$ cat config.mk
export PLATFORM = sky130hd
export DESIGN_NAME = change_dispenser
export DESIGN_NICKNAME = d
export VERILOG_FILES = /design/src/rtl/change_dispenser_pkg.sv /design/src/rtl/change_dispenser_pulse_timer.sv /design/src/rtl/change_dispenser.sv
export SDC_FILE = /design/constraint.sdc
export NUM_CORES = 1
export LEC_CHECK = 0
export ABC_AREA = 1
export BUFFER_PORTS_ARGS = -buffer_cell sky130_fd_sc_hd__buf_4
export CAP_MARGIN = 10
export CORE_UTILIZATION = 50
export CTS_CLUSTER_SIZE = 12
export DETAILED_ROUTE_END_ITERATION = 7
export GPL_TIMING_DRIVEN = 0
export PLACE_DENSITY = 0.72
export SYNTH_ARGS = -nofsm -noshare
export SYNTH_HDL_FRONTEND = slang
export SYNTH_SLANG_ARGS = --single-unit
$ cat constraint.sdc
create_clock -name clk -period 4.5 [get_ports clk]
set_input_delay 0 -clock clk [delete_from_list [all_inputs] [get_ports clk]]
set_output_delay 0 -clock clk [all_outputs]
set_load 0.03 [all_outputs]
$ cat src/rtl/change_dispenser_pkg.sv
// Shared vending definitions: FSM states, coin denominations, defaults.
// Also hosts the greedy coin-selection helper used by the dispenser.
package change_dispenser_pkg;

    typedef enum logic [2:0] {
        ST_IDLE,
        ST_SELECT,
        ST_EJECT,
        ST_WAIT_ACK,
        ST_DONE,
        ST_FAULT
    } state_t;

    typedef enum logic [1:0] {
        DEN_NONE,
        DEN_5,
        DEN_2,
        DEN_1
    } denom_t;

    localparam logic [7:0] VAL_5 = 8'd5;
    localparam logic [7:0] VAL_2 = 8'd2;
    localparam logic [7:0] VAL_1 = 8'd1;

    localparam int PULSE_CYCLES_DEF = 4;
    localparam int ACK_TIMEOUT_DEF  = 255;
    localparam int TUBE_INIT_DEF    = 10;

    // Largest coin not exceeding the balance whose tube is not empty.
    function automatic denom_t pick_denom(
        input logic [7:0] rem,
        input logic [3:0] t5,
        input logic [3:0] t2,
        input logic [3:0] t1
    );
        if (rem >= VAL_5 && t5 != 4'd0)
            return DEN_5;
        else if (rem >= VAL_2 && t2 != 4'd0)
            return DEN_2;
        else if (rem >= VAL_1 && t1 != 4'd0)
            return DEN_1;
        else
            return DEN_NONE;
    endfunction

    function automatic logic [7:0] denom_value(input denom_t d);
        case (d)
            DEN_5:   return VAL_5;
            DEN_2:   return VAL_2;
            DEN_1:   return VAL_1;
            default: return 8'd0;
        endcase
    endfunction

endpackage

$ cat src/rtl/change_dispenser_pulse_timer.sv
// Loadable down-counter shared by strobe width and ack timeout.
// expire flags the last counting cycle of a loaded interval.
module pulse_timer (
    input  logic       clk,
    input  logic       rst,
    input  logic       load,
    input  logic [7:0] load_val,
    input  logic       count,
    output logic       expire
);

    logic [7:0] cnt;

    assign expire = count && (cnt == 8'd1);

    // Load takes priority so a new interval can start on an expiring cycle.
    always_ff @(posedge clk) begin
        if (rst)
            cnt <= 8'd0;
        else if (load)
            cnt <= load_val;
        else if (count && cnt != 8'd0)
            cnt <= cnt - 8'd1;
    end

endmodule

$ cat src/rtl/change_dispenser.sv
// Coin change dispenser: greedy $5/$2/$1 payout with strobe and ack
// handshake, per-tube stock tracking, shortfall and timeout faults.
module change_dispenser
    import change_dispenser_pkg::*;
#(
    parameter int PULSE_CYCLES = PULSE_CYCLES_DEF,
    parameter int ACK_TIMEOUT  = ACK_TIMEOUT_DEF,
    parameter int TUBE_INIT    = TUBE_INIT_DEF
) (
    input  logic       clk,
    input  logic       rst,
    input  logic       start,
    input  logic [7:0] amount,
    input  logic       eject_ack,
    input  logic       refill,
    output logic       eject5,
    output logic       eject2,
    output logic       eject1,
    output logic       busy,
    output logic       done,
    output logic       fault,
    output logic [7:0] remaining,
    output logic [3:0] tube5,
    output logic [3:0] tube2,
    output logic [3:0] tube1
);

    state_t     state;
    state_t     state_nx;
    denom_t     sel;
    denom_t     cand;
    denom_t     den_nx;
    logic       tmr_load;
    logic       tmr_count;
    logic       tmr_expire;
    logic [7:0] tmr_val;
    logic       busy_nx;
    logic       done_nx;
    logic       e5_nx;
    logic       e2_nx;
    logic       e1_nx;

    assign cand      = pick_denom(remaining, tube5, tube2, tube1);
    assign den_nx    = (state == ST_SELECT) ? cand : sel;
    assign tmr_count = (state == ST_EJECT) || (state == ST_WAIT_ACK);
    assign tmr_load  = ((state == ST_SELECT) && (state_nx == ST_EJECT))
                    || ((state == ST_EJECT) && tmr_expire);
    assign tmr_val   = (state == ST_SELECT) ? 8'(PULSE_CYCLES)
                                            : 8'(ACK_TIMEOUT);

    pulse_timer u_timer (
        .clk      (clk),
        .rst      (rst),
        .load     (tmr_load),
        .load_val (tmr_val),
        .count    (tmr_count),
        .expire   (tmr_expire)
    );

    // State register.
    always_ff @(posedge clk) begin
        if (rst)
            state <= ST_IDLE;
        else
            state <= state_nx;
    end

    // Next-state decision; ack wins over a timeout on the same cycle.
    always_comb begin
        state_nx = state;
        case (state)
            ST_IDLE:
                if (start)
                    state_nx = ST_SELECT;
            ST_SELECT:
                if (remaining == 8'd0)
                    state_nx = ST_DONE;
                else if (cand != DEN_NONE)
                    state_nx = ST_EJECT;
                else
                    state_nx = ST_FAULT;
            ST_EJECT:
                if (tmr_expire)
                    state_nx = ST_WAIT_ACK;
            ST_WAIT_ACK:
                if (eject_ack)
                    state_nx = ST_SELECT;
                else if (tmr_expire)
                    state_nx = ST_FAULT;
            ST_DONE:
                state_nx = ST_IDLE;
            ST_FAULT:
                state_nx = ST_IDLE;
            default:
                state_nx = ST_IDLE;
        endcase
    end

    // Output decode from the upcoming state so outputs can be registered.
    always_comb begin
        busy_nx = (state_nx != ST_IDLE);
        done_nx = (state_nx == ST_DONE);
        e5_nx   = (state_nx == ST_EJECT) && (den_nx == DEN_5);
        e2_nx   = (state_nx == ST_EJECT) && (den_nx == DEN_2);
        e1_nx   = (state_nx == ST_EJECT) && (den_nx == DEN_1);
    end

    // Registered outputs, balance, tube stock and selected coin.
    always_ff @(posedge clk) begin
        if (rst) begin
            eject5    <= 1'b0;
            eject2    <= 1'b0;
            eject1    <= 1'b0;
            busy      <= 1'b0;
            done      <= 1'b0;
            fault     <= 1'b0;
            remaining <= 8'd0;
            tube5     <= 4'(TUBE_INIT);
            tube2     <= 4'(TUBE_INIT);
            tube1     <= 4'(TUBE_INIT);
            sel       <= DEN_NONE;
        end else begin
            eject5 <= e5_nx;
            eject2 <= e2_nx;
            eject1 <= e1_nx;
            busy   <= busy_nx;
            done   <= done_nx;
            if (state == ST_IDLE) begin
                if (refill) begin
                    tube5 <= 4'(TUBE_INIT);
                    tube2 <= 4'(TUBE_INIT);
                    tube1 <= 4'(TUBE_INIT);
                end
                if (start) begin
                    remaining <= amount;
                    fault     <= 1'b0;
                end
            end
            if (state == ST_SELECT)
                sel <= cand;
            if (state == ST_WAIT_ACK && eject_ack) begin
                remaining <= remaining - denom_value(sel);
                case (sel)
                    DEN_5:   tube5 <= tube5 - 4'd1;
                    DEN_2:   tube2 <= tube2 - 4'd1;
                    DEN_1:   tube1 <= tube1 - 4'd1;
                    default: ;
                endcase
            end
            if (state_nx == ST_FAULT)
                fault <= 1'b1;
        end
    end

endmodule
; Word level (Yosys, flattened, before mapping)
; Cells that the tools add are included.
[word_totals]
wordCells = 97
ram_bits = 0
romBits = 0
output_inout_bits = 26
reg_bits = 39
in_bits = 13
latch_bits = 0
memories = 0
[op_classes]
mul = 0
n_lt_le_gt_ge = 3
n_mux = 35
n_shift = 0
add_sub_neg = 5
n_eq_ne = 13
div_mod_pow = 0
reduce_logical = 28
n_bitwise = 0
[ops]
columns = cell, n
row1 = $mux 8, 8
row2 = $mux 4, 12
row3 = $mux 3, 6
row4 = $pmux 3 s4, 1
row5 = $reduce_bool 2->1, 6
row6 = $reduce_bool 4->1, 3
row7 = $sub 4x1->4 const B, 3
row8 = $logic_and 1x1->1, 11
row9 = $eq 3x2->1 const B, 3
row10 = $pmux 3 s3, 1
row11 = $eq 2x2->1 const B, 4
row12 = $eq 8x1->1 const B, 1
row13 = $ge 8x1->1 const B, 1
row14 = $ge 8x2->1 const B, 1
row15 = $ge 8x3->1 const B, 1
row16 = $logic_not 8->1, 1
row17 = $mux 2, 4
row18 = $reduce_bool 8->1, 1
row19 = $sub 8x1->8 const B, 1
row20 = $sub 8x8->8, 1
row21 = $eq 3x3->1 const B, 2
row22 = $eq 2x1->1 const B, 2
row23 = $reduce_and 2->1, 2
row24 = $eq 3x1->1 const B, 1
row25 = 4 further kinds, 7

; Depth between registers and ports, before layout
; Gate-level depths: netlist (run 1).
[depth]
ltp_word = 13
depth_mapped = 13
ltp_nobuf = 13

; By module
; From an unflattened synthesis (run 1), not the netlist that was laid out.
[unflattened]
cells_unflattened = 369
hier_area_um2 = 2416.1
[by_module_without_submodules]
columns = module, cells_each, area_each_um2, seq_area_each_um2, instances
row1 = change_dispenser, 267, 1793.0, 620.6, 1
row2 = pulse_timer, 102, 623.1, 160.2, 1

; Least setup slack after synthesis (run 1)
; Ideal clock, no wire load.
[synth_timing]
kind = reg2reg
start = register remaining[0]
end = register remaining[6]
required_time_ps = 4366
setup_time_ps = 134
period_less_slack_ps = 2008
n_path_buf = 0
stages_incl_launch_ff = 9
path_slack_ps = 2492
t_arrival_ps = 1875
path_cell_list = dfxtp_1 > inv_1 > ha_1 > fa_1 > o21ai_0 > nor3_1 > xor2_1 > o21bai_1 > a21oi_1
[synth_between]
elab_chain_len = 2
[synth_rtl]
columns = element, line_no
row1 = "start, declared", change_dispenser.sv:22  ; output logic [7:0] remaining,
row2 = "start signal, assigned", change_dispenser.sv:135  ; remaining <= amount;
row3 = "start signal, assigned", change_dispenser.sv:142  ; remaining <= remaining - denom_value(sel);
row4 = $sub 8x8->8, change_dispenser.sv:142
row5 = $mux 8, change_dispenser.sv:141  ; if (state == ST_WAIT_ACK && eject_ack) begin
; Every way passes these cells.
; A chain may end at the register's enable or synchronous reset.

; Final worst setup path (run 1)
; Same ends and word-level chain as after synthesis.

==> results of run 1 <==
-- power groups by stage --
stage                     Clock, mW  Sequential, mW  Combinational, mW
after detailed placement          0           0.414              0.407
after floorplan                   0           0.428              0.306
final                         0.231           0.406              0.411
after global placement            0           0.414              0.401
after CTS                     0.239           0.406              0.411
after global routing          0.254           0.412              0.466
-- critical path, cell delays in order, from the launching register on --
cell and delay (ns):
dfxtp_1 0.39, inv_1 0.06, ha_1 0.22, fa_1 0.42, o21ai_0 0.38, nor3_1 0.10
xor2_1 0.15, o21bai_1 0.12, a21oi_1 0.07
-- metal layers --
metal	GRT usage [%]	vias up
li1	-	1219
met1	30.7	1024
met2	36.2	41
met3	4.70	4
met4	8.00	0
met5	0	-
-- cells in the mapped netlist (4+ instances only) --
master | n | area [sq um]
o21ai_0 | 13 | 65.1
nand2_1 | 86 | 323
xor2_1 | 5 | 43.8
nor2_1 | 41 | 154
clkbuf_1 | 4 | 15.0
a31oi_1 | 5 | 31.3
ha_1 | 8 | 100
nor2_4 | 4 | 45.0
nand2_2 | 4 | 25.0
inv_1 | 48 | 180
nand4_1 | 10 | 62.6
nand3_1 | 27 | 135
a21oi_1 | 12 | 60.1
dfxtp_1 | 39 | 781
-- path summary, 6_finish.rpt --
check | cells past startpoint | endpoint | from | slack [ns]
setup / recovery | 8 | remaining[6] | remaining[0] | 2.45
hold reg to reg | 2 | fault | fault | 0.48
setup reg to reg | 8 | remaining[6] | remaining[0] | 2.45
hold / removal | 3 | remaining[4] | amount[4] | 0.005
-- layout make-up --
class	instances	area (sq um)
Tap cell	52	65.1
Sequential cell	39	781
Buffer	9	71.3
Timing Repair Buffer	40	308
Inverter	52	195
Clock buffer	5	68.8
Fill cell	438	1630
Multi-Input combinational cell	249	1350
Clock inverter	3	15.0
-- metrics by stage --
| stage | util [%] | instance area, sq um | std cells | hold slack [ns] |
|---|---|---|---|---|
| finish | 63.7 | 2850 | 449 | 0.00512 |
| global route | 63.7 | 2850 | 449 | 0.0340 |
| CTS | 63.7 | 2850 | 449 | 0.00289 |
| detailed placement | 61.1 | 2740 | 438 | 0.282 |
| global placement | 61.1 | 2740 | 438 | 0.274 |
| floorplan | - | 2390 | 349 | 0.161 |
-- registers in the layout, indices dropped and copies added, names as in the netlist, 2 cells and up --
name / flops
sel: 2
u_timer.cnt: 8
remaining: 8
tube2: 4
state: 3
tube5: 4
tube1: 4
-- kinds of logic after synthesis --
logic type	after synthesis
AO/OA/AOI/OAI	46
XOR/XNOR	7
adder cells (fa/ha/maj)	9
buffers and inverters	61
flip-flops	39
multiplexers	1
AND/OR/NAND/NOR	186
-- repair_timing --
action	4_1_cts	5_1_grt
endpoints found under the hold margin	3	0
gates resized for setup	0	0
hold buffers	3	0
==> metrics.md, run 1 <==
| Metric | Value |
|---|---|
| Outcome | `finished, violations left` |
| Violated checks | `design-rule violations` |
| Initial DRC Count | `106` |
| Final setup viols | `0` |
| Fmax | `approximately 0.49 GHz` |
| Layout cells sized above 1 | `between 10% and 20%` |
| Switching part of the total | `between 30% and 40%` |
| Number of port buffers | `37` |
| Synth cell types | `38` |
| Power, Total | `1.05 mW` |
| Clk pin slew, worst setup/hold paths | `about 0.08 ns` |
| XOR/XNOR Fraction of Synth Area | `about 2.6%` |
| Metal3 WL | `about 190 um` |
| Core ar. | `between 4000 and 5000 sq um` |
| CTS max path bufs | `2` |
| Setup WS pre-CTS | `around 2.5 ns` |
| CP Class | `reg -> reg` |
| Mapped Nets | `approximately 370` |
| Avg Cell Area, Syn | `a little under 7 sq um` |
| Synthesized flop and latch total | `39` |
| Hpwl dp | `3930 um` |
| Hold Fails Final Rpt | `0` |
| Min setup slack post-route | `2.45 ns` |
| GPL Wtd Cong | `0.914` |
| Final Max Slew Viols | `0` |
| Die W | `a little over 70 um` |
| Antenna violations before repair | `0` |
| Ys flop type | `dfxtp_1` |
| Yosys warning total | `0` |
| IO Count | `39` |
| WL per Instance | `11.7 um` |
| Compound-gate portion of the synthesized area | `between 10% and 20%` |
| P_int | `around 0.64 mW` |
| P&R area growth vs syn | `19.1%` |
| Via density | `around 5` |
| Largest net degree at the start of global routing | `13` |
| Mux cell area share after synthesis | `less than 1%` |
| Worst path arrival time | `2.22 ns` |
| NetSw | `slightly above 0.4 mW` |
| Clock group share of total power | `between 20% and 30%` |
| Largest family of logic cells by synthesized area | `simple AND/OR/NAND/NOR gates` |
| Antenna viol nets, final | `0` |
| DRC errors left | `4` |
| Data required, critical path | `roughly 4.7 ns` |
| CTS Sinks | `39` |
| Clock Skew | `between 0.006 and 0.007 ns` |
| GRT Overall Usage | `between 20% and 30%` |
| CTS tree | `yes` |
| CTS Root Buffer Type | `clkbuf_8` |
| Number of synthesized flops with an enable pin | `0` |
| Num rows | `24` |
| RSZ-0062 raised after global routing | `false` |
| Part of the Yosys area used for sequential elements | `around a third` |
| Most frequent cells in the layout | `86 x nand2_1, 48 x inv_1, 41 x nor2_1` |
| First-pass DRT Iterations | `6` |
| Max-cap violations | `0` |
| Worst-margin pin slew | `0.569 ns` |
| Die area | `just over 5000 sq um` |
| First-pass GRT wire length | `9140 um` |
| Setup_tns | `0 ns` |
| Final min period | `approximately 2.1 ns` |
| Met2 WL post-DR | `around 2500 um` |
| Routed WL | `between 5000 and 6000 um` |
| Number of diodes | `0` |
| Vias | `2288` |
| Sequential share of power | `38.8%` |
| Wl on met1 | `between 2000 and 3000 um` |
| Post-synthesis cell area | `about 2400 sq um` |
| Post-CTS Setup Inserts | `0` |
| Crit Path Max Fanout | `4` |
| Worst skew pair latency | `approximately 0.3 ns` |
| Final cycle utilization of the critical path | `between 40% and 50%` |
| CP Launch Type | `flop` |
| Post-synthesis simple-gate area fraction | `35.8%` |
| H-tree Lvls | `2` |
| Die H | `between 70 and 80 um` |
| Post-Syn Instances | `~350` |
| Maximum vdd drop | `approximately 0.00017 V` |
| Nets | `roughly 420` |
| Critical Path Sink Type | `flop` |
| CTS Buf Count | `5` |
| Vias in the first global route | `just over 2000` |
| Part of the power in combinational logic | `39.2%` |
| Commonest non-fill, non-tap cell in the layout | `nand2_1` |
| PwrDens | `368 nW/um^2` |
| Leak | `~1.4 nW` |
| Post-synth ARST share | `0%` |
| Synth Area in Adders | `between 5 and 6%` |
| Worst Hold Class | `in -> reg` |
| GR Overflow Total | `0` |
| Initial Util | `between 50 and 60%` |
| Top Layer Used | `met4` |
| Max-Slew Margin vs Limit | `62.0%` |
(Power assumes the default switching activity.)
==> inputs of run 2 (changes only) <==
--- a/config.mk
+++ b/config.mk
@@ -5,14 +5,14 @@
 export SDC_FILE = /design/constraint.sdc
 export NUM_CORES = 1
 export LEC_CHECK = 0
-export ABC_AREA = 1
+export ABC_AREA = 0
 export BUFFER_PORTS_ARGS = -buffer_cell sky130_fd_sc_hd__buf_4
 export CAP_MARGIN = 10
 export CORE_UTILIZATION = 50
 export CTS_CLUSTER_SIZE = 12
 export DETAILED_ROUTE_END_ITERATION = 7
 export GPL_TIMING_DRIVEN = 0
-export PLACE_DENSITY = 0.72
+export PLACE_DENSITY = 0.73
 export SYNTH_ARGS = -nofsm -noshare
 export SYNTH_HDL_FRONTEND = slang
 export SYNTH_SLANG_ARGS = --single-unit
==> constraint.sdc (replaced) <==
create_clock -name clk -period 1.9 [get_ports clk]
set_input_delay 0 -clock clk [delete_from_list [all_inputs] [get_ports clk]]
set_output_delay 0 -clock clk [all_outputs]
set_load 0.03 [all_outputs]
==> run 2 against run 1 <==
Effect of this change:
- the flow finishes with violations (negative setup slack)
- worst setup slack got worse by 2.5 ns
- largest cell class unchanged
- critical path depth down 1
- non-clock buffer count grew 9
- critical path type unchanged
- critical endpoint is now remaining[5]
- largest power group unchanged
- highest routed layer unchanged
==> metrics.md, run 2 <==
| Metric | Value |
|---|---|
| Power, Total | `roughly 2.6 mW` |
| Worst Hold Class | `in -> reg` |
| Vias | `2061` |
| CTS Sinks | `39` |
| Maximum vdd drop | `roughly 0.00051 V` |
| Post-Syn Instances | `between 200 and 300` |
| Yosys warning total | `0` |
| Worst path cell trace | `nand2b_4, ha_4, nor2b_4, o21a_1, or4b_1, a32oi_1, a21oi_1` |
| Crit Path Max Fanout | `3` |
| CP bufs+invs | `0` |
| Violated checks | `negative setup slack` |
| Post-synth ARST share | `0%` |
| CP Launch Type | `flop` |
| CTS max path bufs | `2` |
| Largest regs | `remaining x8, u_timer.cnt x8` |
| CTS tree | `yes` |
| Via density | `5.62` |
| Die area | `around 4600 sq um` |
| Synth cell types | `54` |
| Critical Path Sink Type | `flop` |
| IO Count | `39` |
| Reg2reg path depth | `7` |
| Number of diodes | `0` |
| Top Family by Delay on Critical Path | `simple AND/OR/NAND/NOR gates` |
| Clock Skew | `about 0.0055 ns` |
| Hold WS | `0.0692 ns` |
| Layout cells sized above 1 | `30.6%` |
| Min setup slack post-route | `-0.0504 ns` |
| Worst Hold Depth | `3` |
| Most common cell in the netlist | `dfxtp_1` |
| Cell taking the most area after synthesis | `dfxtp_1` |
| Worst skew pair latency | `approximately 0.29 ns` |
| Part of the Yosys area used for sequential elements | `36.1%` |
| Slowest-stage cell, CP | `or4b_1` |
| Final Max Slew Viols | `0` |
| Data required, critical path | `about 2.1 ns` |
| Leak | `around 1.1 nW` |
| Most frequent cells in the layout | `44 x buf_4, 35 x nor2_1, 30 x dfxtp_1` |
| Hpwl dp | `approximately 3600 um` |
| Max-cap violations | `0` |
| Setup_tns | `-0.0504 ns` |
| Post-synth top cells | `39 x dfxtp_1, 35 x nor2_1, 22 x a21oi_1` |
| Top cell type's share of synthesized area | `a little over a third` |
| H-tree Lvls | `2` |
| WL per Instance | `between 10 and 15 um` |
| Routed WL | `around 5000 um` |
| Setup WS pre-CTS | `-0.148 ns` |
| Die H | `a little under 70 um` |
| Initial DRC Count | `approximately 150` |
| Worst path arrival time | `2.11 ns` |
| Largest net degree at the start of global routing | `12` |
| Hold Fails Final Rpt | `0` |
| DRC errors left | `0` |
| Crit path depth | `7` |
| CP Class | `reg -> reg` |
| Nets | `338` |
| Number of synthesized flops with an enable pin | `0` |
| First-pass GRT wire length | `about 8100 um` |
| Antenna violations before repair | `0` |
| Commonest non-fill, non-tap cell in the layout | `buf_4` |
| Outcome | `finished, violations left` |
| Final min period | `1.95 ns` |
| PwrDens | `around 930 nW/um^2` |
| First-pass DRT Iterations | `4` |
| Critical Path Max Stage Delay | `approximately 0.50 ns` |
| Number of port buffers | `38` |
| Final setup viols | `1` |
| Top post-synthesis cells by area | `dfxtp_1 36%, nor2_1 6.1%, a21oi_1 5.1%` |
| GRT Overall Usage | `between 20% and 30%` |
| Num rows | `23` |
| Ys flop type | `dfxtp_1` |
| P&R area growth vs syn | `31.3%` |
| Final Core Density | `a little over two thirds` |
| Clk pin slew, worst setup/hold paths | `roughly 0.070 ns` |
| Final cycle utilization of the critical path | `103%` |
| Synthesized flop and latch total | `39` |
| Vias in the first global route | `1789` |
| Avg Cell Area, Syn | `8.33 sq um` |
| GPL Wtd Cong | `0.847` |
| GR Overflow Total | `0` |
| Fmax | `between 0.5 and 0.6 GHz` |
| RSZ-0062 raised after global routing | `true` |
| Core ar. | `between 4000 and 5000 sq um` |
| Max-Slew Margin vs Limit | `around three fifths` |
| Post-synthesis cell area | `around 2200 sq um` |
| Mapped Nets | `282` |
| Antenna viol nets, final | `0` |
| Worst-margin pin slew | `0.609 ns` |
| CTS Root Buffer Type | `clkbuf_8` |
| Initial Util | `between 50% and 60%` |
| Die W | `about 68 um` |
| CTS Buf Count | `5` |
run 2: cell count changes after synthesis, moves of 7 or more:
cell	before	now
nand2_1	86	16
inv_1	48	15
nand3_1	27	3
a21oi_1	12	22
nor3_1	3	13
nand4_1	10	1
nand2b_1	0	7
nor4_1	0	7
run 2: where the power goes:
group	switching [mW]	internal [mW]	total, mW
clock network	0.287	0.258	0.545
logic	0.609	0.480	1.09
registers	0.108	0.906	1.01
run 2: stage by stage:
step / area (sq um) / instances
after floorplan: 2170 / 260
after CTS: 2690 / 362
after global routing: 2840 / 367
after global placement: 2520 / 348
after detailed placement: 2520 / 348
final: 2840 / 367
run 2: cell type report:
cell class	count	area (sq um)
Buffer	9	38.8
Clock buffer	7	76.3
Clock inverter	1	5.00
Fill cell	337	1240
Inverter	15	56.3
Multi-Input combinational cell	197	1420
Sequential cell	39	797
Tap cell	50	62.6
Timing Repair Buffer	49	382
run 2: logic make-up after synthesis:
kind of cell	synth area share, %
buf+inv	4.39
flops	36.1
simple gates	29.7
mux	1.16
compound gates	20.7
fa+ha+maj	5.55
xor+xnor	2.43
run 2: worst register-to-register path, stage by stage (launching register included):
cell and delay [ns]:
dfxtp_4 0.36, nand2b_4 0.15, ha_4 0.21, nor2b_4 0.12, o21a_1 0.19, or4b_1 0.50, a32oi_1 0.21, a21oi_1 0.08
run 2: final timing paths:
kind	from	to	slack, ns
max	sel[0]	remaining[5]	-0.05
min	rst	sel[0]	0.07
max reg2reg	sel[0]	remaining[5]	-0.05
min reg2reg	fault	fault	0.50
run 2: layer usage:
| layer | wire length [um] | GRT usage (%) |
|---|---|---|
| met1 | 2450 | 31.1 |
| met2 | 2390 | 38.6 |
| met3 | 236 | 6.08 |
| met5 | 0 | 0 |
| met4 | 58 | 7.03 |
run 2: what timing repair did:
item,4_1_cts,5_1_grt
buffers inserted,2,5
endpoints found under the setup margin,14,18
resized for setup,8,25
hold endpoints to repair,4,0
hold buffers,4,0
pin swaps,2,9
